===== src/rtl/ram_port_arbiter_if.sv =====
// ram_port_arbiter_if: one requester's request/grant/read-return bundle.
// The requester drives through the master modport; the arbiter uses slave.
interface ram_port_arbiter_if #(
    parameter int MEM_WIDTH = 16,
    parameter int ADDR_SIZE = 10
);
    logic                 req;
    logic                 we;
    logic [ADDR_SIZE-1:0] addr;
    logic [MEM_WIDTH-1:0] wdata;
    logic                 gnt;
    logic                 rvalid;
    logic [MEM_WIDTH-1:0] rdata;

    modport master (
        output req, we, addr, wdata,
        input  gnt, rvalid, rdata
    );

    modport slave (
        input  req, we, addr, wdata,
        output gnt, rvalid, rdata
    );
endinterface


===== src/rtl/ram_port_arbiter.sv =====
// ram_port_arbiter: round-robin sharing of one single-port RAM between two
// requesters. RAM command pins come straight from registers, and a tag
// pipeline remembers which requester issued each read so its data can be
// handed back after the RAM's fixed read latency.
module ram_port_arbiter #(
    parameter int MEM_WIDTH  = 16,
    parameter int ADDR_SIZE  = 10,
    parameter int RD_LATENCY = 2
) (
    input  logic                 clk,
    input  logic                 rst_n,
    ram_port_arbiter_if.slave    a_port,
    ram_port_arbiter_if.slave    b_port,
    output logic                 ram_blk_select,
    output logic                 ram_wr_en,
    output logic                 ram_rd_en,
    output logic [ADDR_SIZE-1:0] ram_addr,
    output logic [MEM_WIDTH-1:0] ram_din,
    output logic                 ram_addr_en,
    output logic                 ram_dout_en,
    output logic                 ram_rst,
    input  logic [MEM_WIDTH-1:0] ram_dout,
    output logic                 busy
);
    // One stage per cycle between accept and valid ram_dout, plus the
    // command-register cycle.
    localparam int TAG_DEPTH = RD_LATENCY + 1;

    typedef enum logic {
        REQ_A = 1'b0,
        REQ_B = 1'b1
    } req_id_e;

    req_id_e              last_gnt_q, last_gnt_d;
    logic                 blk_select_q, blk_select_d;
    logic                 wr_en_q, wr_en_d;
    logic                 rd_en_q, rd_en_d;
    logic [ADDR_SIZE-1:0] addr_q, addr_d;
    logic [MEM_WIDTH-1:0] din_q, din_d;
    logic [TAG_DEPTH-1:0] tag_valid_q, tag_valid_d;
    logic [TAG_DEPTH-1:0] tag_id_q, tag_id_d;
    logic [1:0]           rst_sync_q, rst_sync_d;
    logic                 en_q, en_d;

    logic                 a_gnt;
    logic                 b_gnt;
    logic                 accept;
    logic                 sel_we;
    logic [ADDR_SIZE-1:0] sel_addr;
    logic [MEM_WIDTH-1:0] sel_wdata;

    // Grant: a lone requester wins; on a tie the side not served last wins.
    always_comb begin
        a_gnt = 1'b0;
        b_gnt = 1'b0;
        if (rst_n) begin
            if (a_port.req && b_port.req) begin
                a_gnt = (last_gnt_q == REQ_B);
                b_gnt = (last_gnt_q == REQ_A);
            end else begin
                a_gnt = a_port.req;
                b_gnt = b_port.req;
            end
        end
    end

    // Mux the accepted requester's command fields.
    always_comb begin
        accept    = a_gnt || b_gnt;
        sel_we    = a_port.we;
        sel_addr  = a_port.addr;
        sel_wdata = a_port.wdata;
        if (b_gnt) begin
            sel_we    = b_port.we;
            sel_addr  = b_port.addr;
            sel_wdata = b_port.wdata;
        end
    end

    // Next state: command register, tag shift, round-robin pointer, reset sync.
    always_comb begin
        last_gnt_d   = last_gnt_q;
        blk_select_d = accept;
        wr_en_d      = accept && sel_we;
        rd_en_d      = accept && !sel_we;
        addr_d       = addr_q;
        din_d        = din_q;
        tag_valid_d  = {tag_valid_q[TAG_DEPTH-2:0], (accept && !sel_we)};
        tag_id_d     = {tag_id_q[TAG_DEPTH-2:0], b_gnt};
        rst_sync_d   = {rst_sync_q[0], 1'b0};
        en_d         = 1'b1;
        if (accept) begin
            addr_d = sel_addr;
            din_d  = sel_wdata;
        end
        if (a_gnt) begin
            last_gnt_d = REQ_A;
        end else if (b_gnt) begin
            last_gnt_d = REQ_B;
        end
    end

    // State registers; reset drops every in-flight read.
    always_ff @(posedge clk or negedge rst_n) begin
        if (!rst_n) begin
            last_gnt_q   <= REQ_B;
            blk_select_q <= 1'b0;
            wr_en_q      <= 1'b0;
            rd_en_q      <= 1'b0;
            addr_q       <= '0;
            din_q        <= '0;
            tag_valid_q  <= '0;
            tag_id_q     <= '0;
            rst_sync_q   <= 2'b11;
            en_q         <= 1'b0;
        end else begin
            last_gnt_q   <= last_gnt_d;
            blk_select_q <= blk_select_d;
            wr_en_q      <= wr_en_d;
            rd_en_q      <= rd_en_d;
            addr_q       <= addr_d;
            din_q        <= din_d;
            tag_valid_q  <= tag_valid_d;
            tag_id_q     <= tag_id_d;
            rst_sync_q   <= rst_sync_d;
            en_q         <= en_d;
        end
    end

    assign a_port.gnt    = a_gnt;
    assign b_port.gnt    = b_gnt;
    assign a_port.rvalid = tag_valid_q[TAG_DEPTH-1] && (tag_id_q[TAG_DEPTH-1] == 1'b0);
    assign b_port.rvalid = tag_valid_q[TAG_DEPTH-1] && (tag_id_q[TAG_DEPTH-1] == 1'b1);
    assign a_port.rdata  = ram_dout;
    assign b_port.rdata  = ram_dout;

    assign ram_blk_select = blk_select_q;
    assign ram_wr_en      = wr_en_q;
    assign ram_rd_en      = rd_en_q;
    assign ram_addr       = addr_q;
    assign ram_din        = din_q;
    assign ram_addr_en    = en_q;
    assign ram_dout_en    = en_q;
    assign ram_rst        = rst_sync_q[1];
    assign busy           = (|tag_valid_q) || blk_select_q;
endmodule


===== src/flat_wrapper.sv =====
// flat-port wrapper written by rule: the top's interface ports become plain ports
module ram_port_arbiter_flat 
#(
    parameter int MEM_WIDTH  = 16,
    parameter int ADDR_SIZE  = 10,
    parameter int RD_LATENCY = 2
)
  (clk, rst_n, ram_blk_select, ram_wr_en, ram_rd_en, ram_addr, ram_din, ram_addr_en, ram_dout_en, ram_rst, ram_dout, busy, a_port_req, a_port_we, a_port_addr, a_port_wdata, a_port_gnt, a_port_rvalid, a_port_rdata, b_port_req, b_port_we, b_port_addr, b_port_wdata, b_port_gnt, b_port_rvalid, b_port_rdata);
  ram_port_arbiter_if #(.MEM_WIDTH(MEM_WIDTH), .ADDR_SIZE(ADDR_SIZE)) a_port_i ();
  ram_port_arbiter_if #(.MEM_WIDTH(MEM_WIDTH), .ADDR_SIZE(ADDR_SIZE)) b_port_i ();
  input  logic clk;
  input  logic rst_n;
  output logic ram_blk_select;
  output logic ram_wr_en;
  output logic ram_rd_en;
  output logic [ADDR_SIZE-1:0] ram_addr;
  output logic [MEM_WIDTH-1:0] ram_din;
  output logic ram_addr_en;
  output logic ram_dout_en;
  output logic ram_rst;
  input  logic [MEM_WIDTH-1:0] ram_dout;
  output logic busy;
  input wire logic [$bits(a_port_i.req)-1:0] a_port_req;
  input wire logic [$bits(a_port_i.we)-1:0] a_port_we;
  input wire logic [$bits(a_port_i.addr)-1:0] a_port_addr;
  input wire logic [$bits(a_port_i.wdata)-1:0] a_port_wdata;
  output wire logic [$bits(a_port_i.gnt)-1:0] a_port_gnt;
  output wire logic [$bits(a_port_i.rvalid)-1:0] a_port_rvalid;
  output wire logic [$bits(a_port_i.rdata)-1:0] a_port_rdata;
  input wire logic [$bits(b_port_i.req)-1:0] b_port_req;
  input wire logic [$bits(b_port_i.we)-1:0] b_port_we;
  input wire logic [$bits(b_port_i.addr)-1:0] b_port_addr;
  input wire logic [$bits(b_port_i.wdata)-1:0] b_port_wdata;
  output wire logic [$bits(b_port_i.gnt)-1:0] b_port_gnt;
  output wire logic [$bits(b_port_i.rvalid)-1:0] b_port_rvalid;
  output wire logic [$bits(b_port_i.rdata)-1:0] b_port_rdata;
  assign a_port_i.req = a_port_req;
  assign a_port_i.we = a_port_we;
  assign a_port_i.addr = a_port_addr;
  assign a_port_i.wdata = a_port_wdata;
  assign a_port_gnt = a_port_i.gnt;
  assign a_port_rvalid = a_port_i.rvalid;
  assign a_port_rdata = a_port_i.rdata;
  assign b_port_i.req = b_port_req;
  assign b_port_i.we = b_port_we;
  assign b_port_i.addr = b_port_addr;
  assign b_port_i.wdata = b_port_wdata;
  assign b_port_gnt = b_port_i.gnt;
  assign b_port_rvalid = b_port_i.rvalid;
  assign b_port_rdata = b_port_i.rdata;
  ram_port_arbiter #(.MEM_WIDTH(MEM_WIDTH), .ADDR_SIZE(ADDR_SIZE), .RD_LATENCY(RD_LATENCY)) u_core (.clk(clk), .rst_n(rst_n), .a_port(a_port_i), .b_port(b_port_i), .ram_blk_select(ram_blk_select), .ram_wr_en(ram_wr_en), .ram_rd_en(ram_rd_en), .ram_addr(ram_addr), .ram_din(ram_din), .ram_addr_en(ram_addr_en), .ram_dout_en(ram_dout_en), .ram_rst(ram_rst), .ram_dout(ram_dout), .busy(busy));
endmodule

===== config.mk =====
export PLATFORM = sky130hd
export DESIGN_NAME = ram_port_arbiter_flat
export DESIGN_NICKNAME = d
export VERILOG_FILES = /design/src/rtl/ram_port_arbiter_if.sv /design/src/rtl/ram_port_arbiter.sv /design/src/flat_wrapper.sv
export SDC_FILE = /design/constraint.sdc
export NUM_CORES = 1
export LEC_CHECK = 0
export ABC_CLOCK_PERIOD_IN_PS = 2600
export BUFFER_PORTS_ARGS = -buffer_cell sky130_fd_sc_hd__buf_2
export CORE_ASPECT_RATIO = 1.1
export CORE_UTILIZATION = 42
export DETAILED_ROUTE_END_ITERATION = 8
export PLACE_DENSITY = 0.85
export SLEW_MARGIN = 20
export SYNTH_ARGS = -nofsm -noshare
export SYNTH_HDL_FRONTEND = slang
export SYNTH_SLANG_ARGS = --single-unit

===== constraint.sdc =====
create_clock -name clk -period 2.6 [get_ports clk]
set_input_delay 0.13 -clock clk [delete_from_list [all_inputs] [get_ports clk]]
set_output_delay 0.13 -clock clk [all_outputs]
set_load 0.01 [all_outputs]

==> summary.md <==
| Metric | Value |
|---|---|
| Max-slew violations | 0 |
| Via count | 1340 |
| Total core area | 0.00402 sq mm |
| Worst Reg-to-Reg Cells | 4 |
| PortBufs | 94 |
| GRT Total Usage | 18.4% |
| Largest net degree at the start of global routing | 29 |
| Tmin final | ~2000 ps |
| Count leader, synth | dfrtp_1 |
| Inst Count DP | 256 |
| Hold Path Stages | 2 |
| Inserted Clock Buffers | 5 |
| Non-Filler Instances | 265 |
| Io pins | between 100 and 150 |
| H-Tree Depth | 2 |
| WP data required | 2470 ps |
| Sequential fraction of the synthesis area | between 50% and 60% |
| Tightest Hold Check Type | input pin to register |
| Top cell type's share of synthesized area | 48.8% |
| Number of global-route vias before repair | ~1400 |
| First-pass GRT wire length | 6240 um |
| DIE AREA | 0.00454 sq mm |
| Status | finished clean |
| Setup crit end kind | output pin |
| Post-synth EDFFs | 0 |
| Yosys top cell by area | dfrtp_1 |
| WL/cell | 14.8 um |
| Initial Utilization | 44.6% |
| Seq cells post-synth | 38 |
| Pwr/cell area | about 740 mW/mm^2 |
| Die Span Y | 70.6 um |
| Initial antenna violation count | 0 |
| RSZ-0062 raised after global routing | no |
| Unique cell type count in the Yosys netlist | 22 |
| Nets@finish | between 200 and 300 |
| Post-Syn Area | about 0.0018 sq mm |
| Maxcap violations | 0 |
| FP Rows | 24 |
| Clk slew on worst S/H paths | 80 ps |
| CP Max Fanout | 28 |
| Lkg Pwr | 0.00116 uW |
| Pre-antenna DRT Iters | 4 |
| Period utilization | 78.0% |
| Diodes inserted | 0 |
| Avg Inst Size Synth | 12.1 sq um |
| Worst Tran Pin Value | between 800 and 900 ps |
| Hold WS | 63.8 ps |
| Final core utilization | between 50% and 60% |
| Setup_tns | 0 ps |
| DRC viols | 0 |
| Crit start category | input pin |
| Area of the multi-input gates | 531 sq um |
| Clk buf depth | 2 |
| Worst path arrival time | 1900 ps |
| Layout area overhead | 22.3% |
| Main flop type after synthesis | dfrtp_1 |
| Yosys warning total | 0 |
| Clock skew | approximately 6.8 ps |
| Estimated wirelength of the detail-placed design | around 2800 um |
| Synth area leaders | dfrtp_1, a221o_1, buf_4, and2_1, dfstp_2 |
| Final ANT Viol Nets | 0 |
| Post-Syn Nets | 222 |
| Sequential cell area | 955 sq um |
| FILL cells | 391 |
| Routability cong. | 0.704 |
| Post-synth top cells | dfrtp_1, buf_4, and2_1, a221o_1, dfstp_2 |
| # setup viols final | 0 |
| Peak supply drop | 465 uV |
| Worst-Skew Late Latency | 290 ps |
| Clock Sink Count | 38 |
| Final Hold Viols | 0 |
| Fraction of layout cells with a size suffix above 1 | 53.1% |
| WL final | 3920 um |
| Slew HR | between 40% and 50% |
| Mapped Cells | 148 |
| DR iter-0 viols | 75 |
| Async set or reset register ratio after synthesis | 100% |
| Die width | 64.3 um |
| TritonCTS clock tree | built |
| Grt total ovfl | 0 |
| Fmax | 493 MHz |
| Critical path type | input pin to output pin |
| CTS Root Cell | clkbuf_8 |
| Vias per cell | 5.06 |
-- flip-flops by register name (all words and copies together), names as in the netlist --
name                   flops
u_core.tag_valid_q         3
u_core.ram_wr_en           1
u_core.rst_sync_q          2
u_core.tag_id_q            3
u_core.last_gnt_q          1
u_core.ram_din            16
u_core.ram_addr_en         1
u_core.ram_addr           10
u_core.ram_blk_select      1
-- cell type report --
type                       count  share of cell area, %
clock buffer                   6                   3.76
clock inverter                 2                   2.74
inverter                       2                  0.342
multi-input combinational     68                   24.2
sequential                    38                   43.5
tap                           52                   2.96
timing repair buffer          97                   22.6
-- report_power, final --
part	internal [uW]	switching, uW
logic	156	145
registers	666	36.5
clock network	409	207
total	1230	389
-- kinds of logic (layout without fill, tap and decap cells) --
| kind of cell | count (synthesis) | after routing | share of synthesized area [%] |
|---|---|---|---|
| compound gates | 30 | 30 | 16.3 |
| other cells | 2 | 2 | 0.418 |
| buf+inv | 42 | 107 | 17.3 |
| flops | 38 | 38 | 53.2 |
| mux | 1 | 1 | 0.627 |
| simple gates | 35 | 35 | 12.2 |
-- stage by stage --
step | power, uW | setup slack, ps | instance area [sq um]
final | 1620 | 573 | 2200
after global routing | 1710 | 407 | 2200
after CTS | 1640 | 536 | 2200
after detailed placement | 1020 | 894 | 2040
after global placement | 1010 | 927 | 2040
after floorplan | 919 | 1150 | 1800
-- layout by cell type, fill, tap and decap left out, drive strengths merged --
cell         synthesis  layout
dlygate4sd3          0       1
nand2                2       2
dfrtp               35      35
and2                29      29
mux2                 1       1
conb                 2       2
a21oi                2       2
nor2b                1       1
or4                  1       1
nand3                1       1
buf                 38      96
o21ai                1       1
inv                  2       2
and3                 1       1
clkbuf               2       6
a21bo                1       1
a221o               26      26
bufinv               0       2
dfstp                3       3
-- final timing paths --
check                      slack [ps]                  from                   end
hold reg to reg                   360  u_core.rst_sync_q[0]  u_core.rst_sync_q[1]
max in group asynchronous        1620                 rst_n    u_core.ram_addr_en
min in group asynchronous         340                 rst_n    u_core.ram_addr[4]
setup reg to reg                 1080     u_core.last_gnt_q    u_core.ram_din[14]
hold / removal                     60        a_port_addr[5]    u_core.ram_addr[5]
setup / recovery                  570                 rst_n            b_port_gnt
-- worst max-delay path: stages --
cell,delay (ps)
dlygate4sd3_1,510
buf_2,450
and2_4,250
and2_4,340
buf_2,200
-- timing repair --
item | 4_1_cts | 5_1_grt
hold endpoints to repair | 18 | 0
buffers inserted | 0 | 0
gates resized for setup | 0 | 0
hold buffers | 1 | 0
-- layer usage --
metal,share of wire [%],GRT usage [%]
met5,0,0
met4,2.1,8.15
met2,48,29.4
met3,7.7,6.29
met1,42,22.6
No activity file was read; power rests on OpenSTA's default activity.
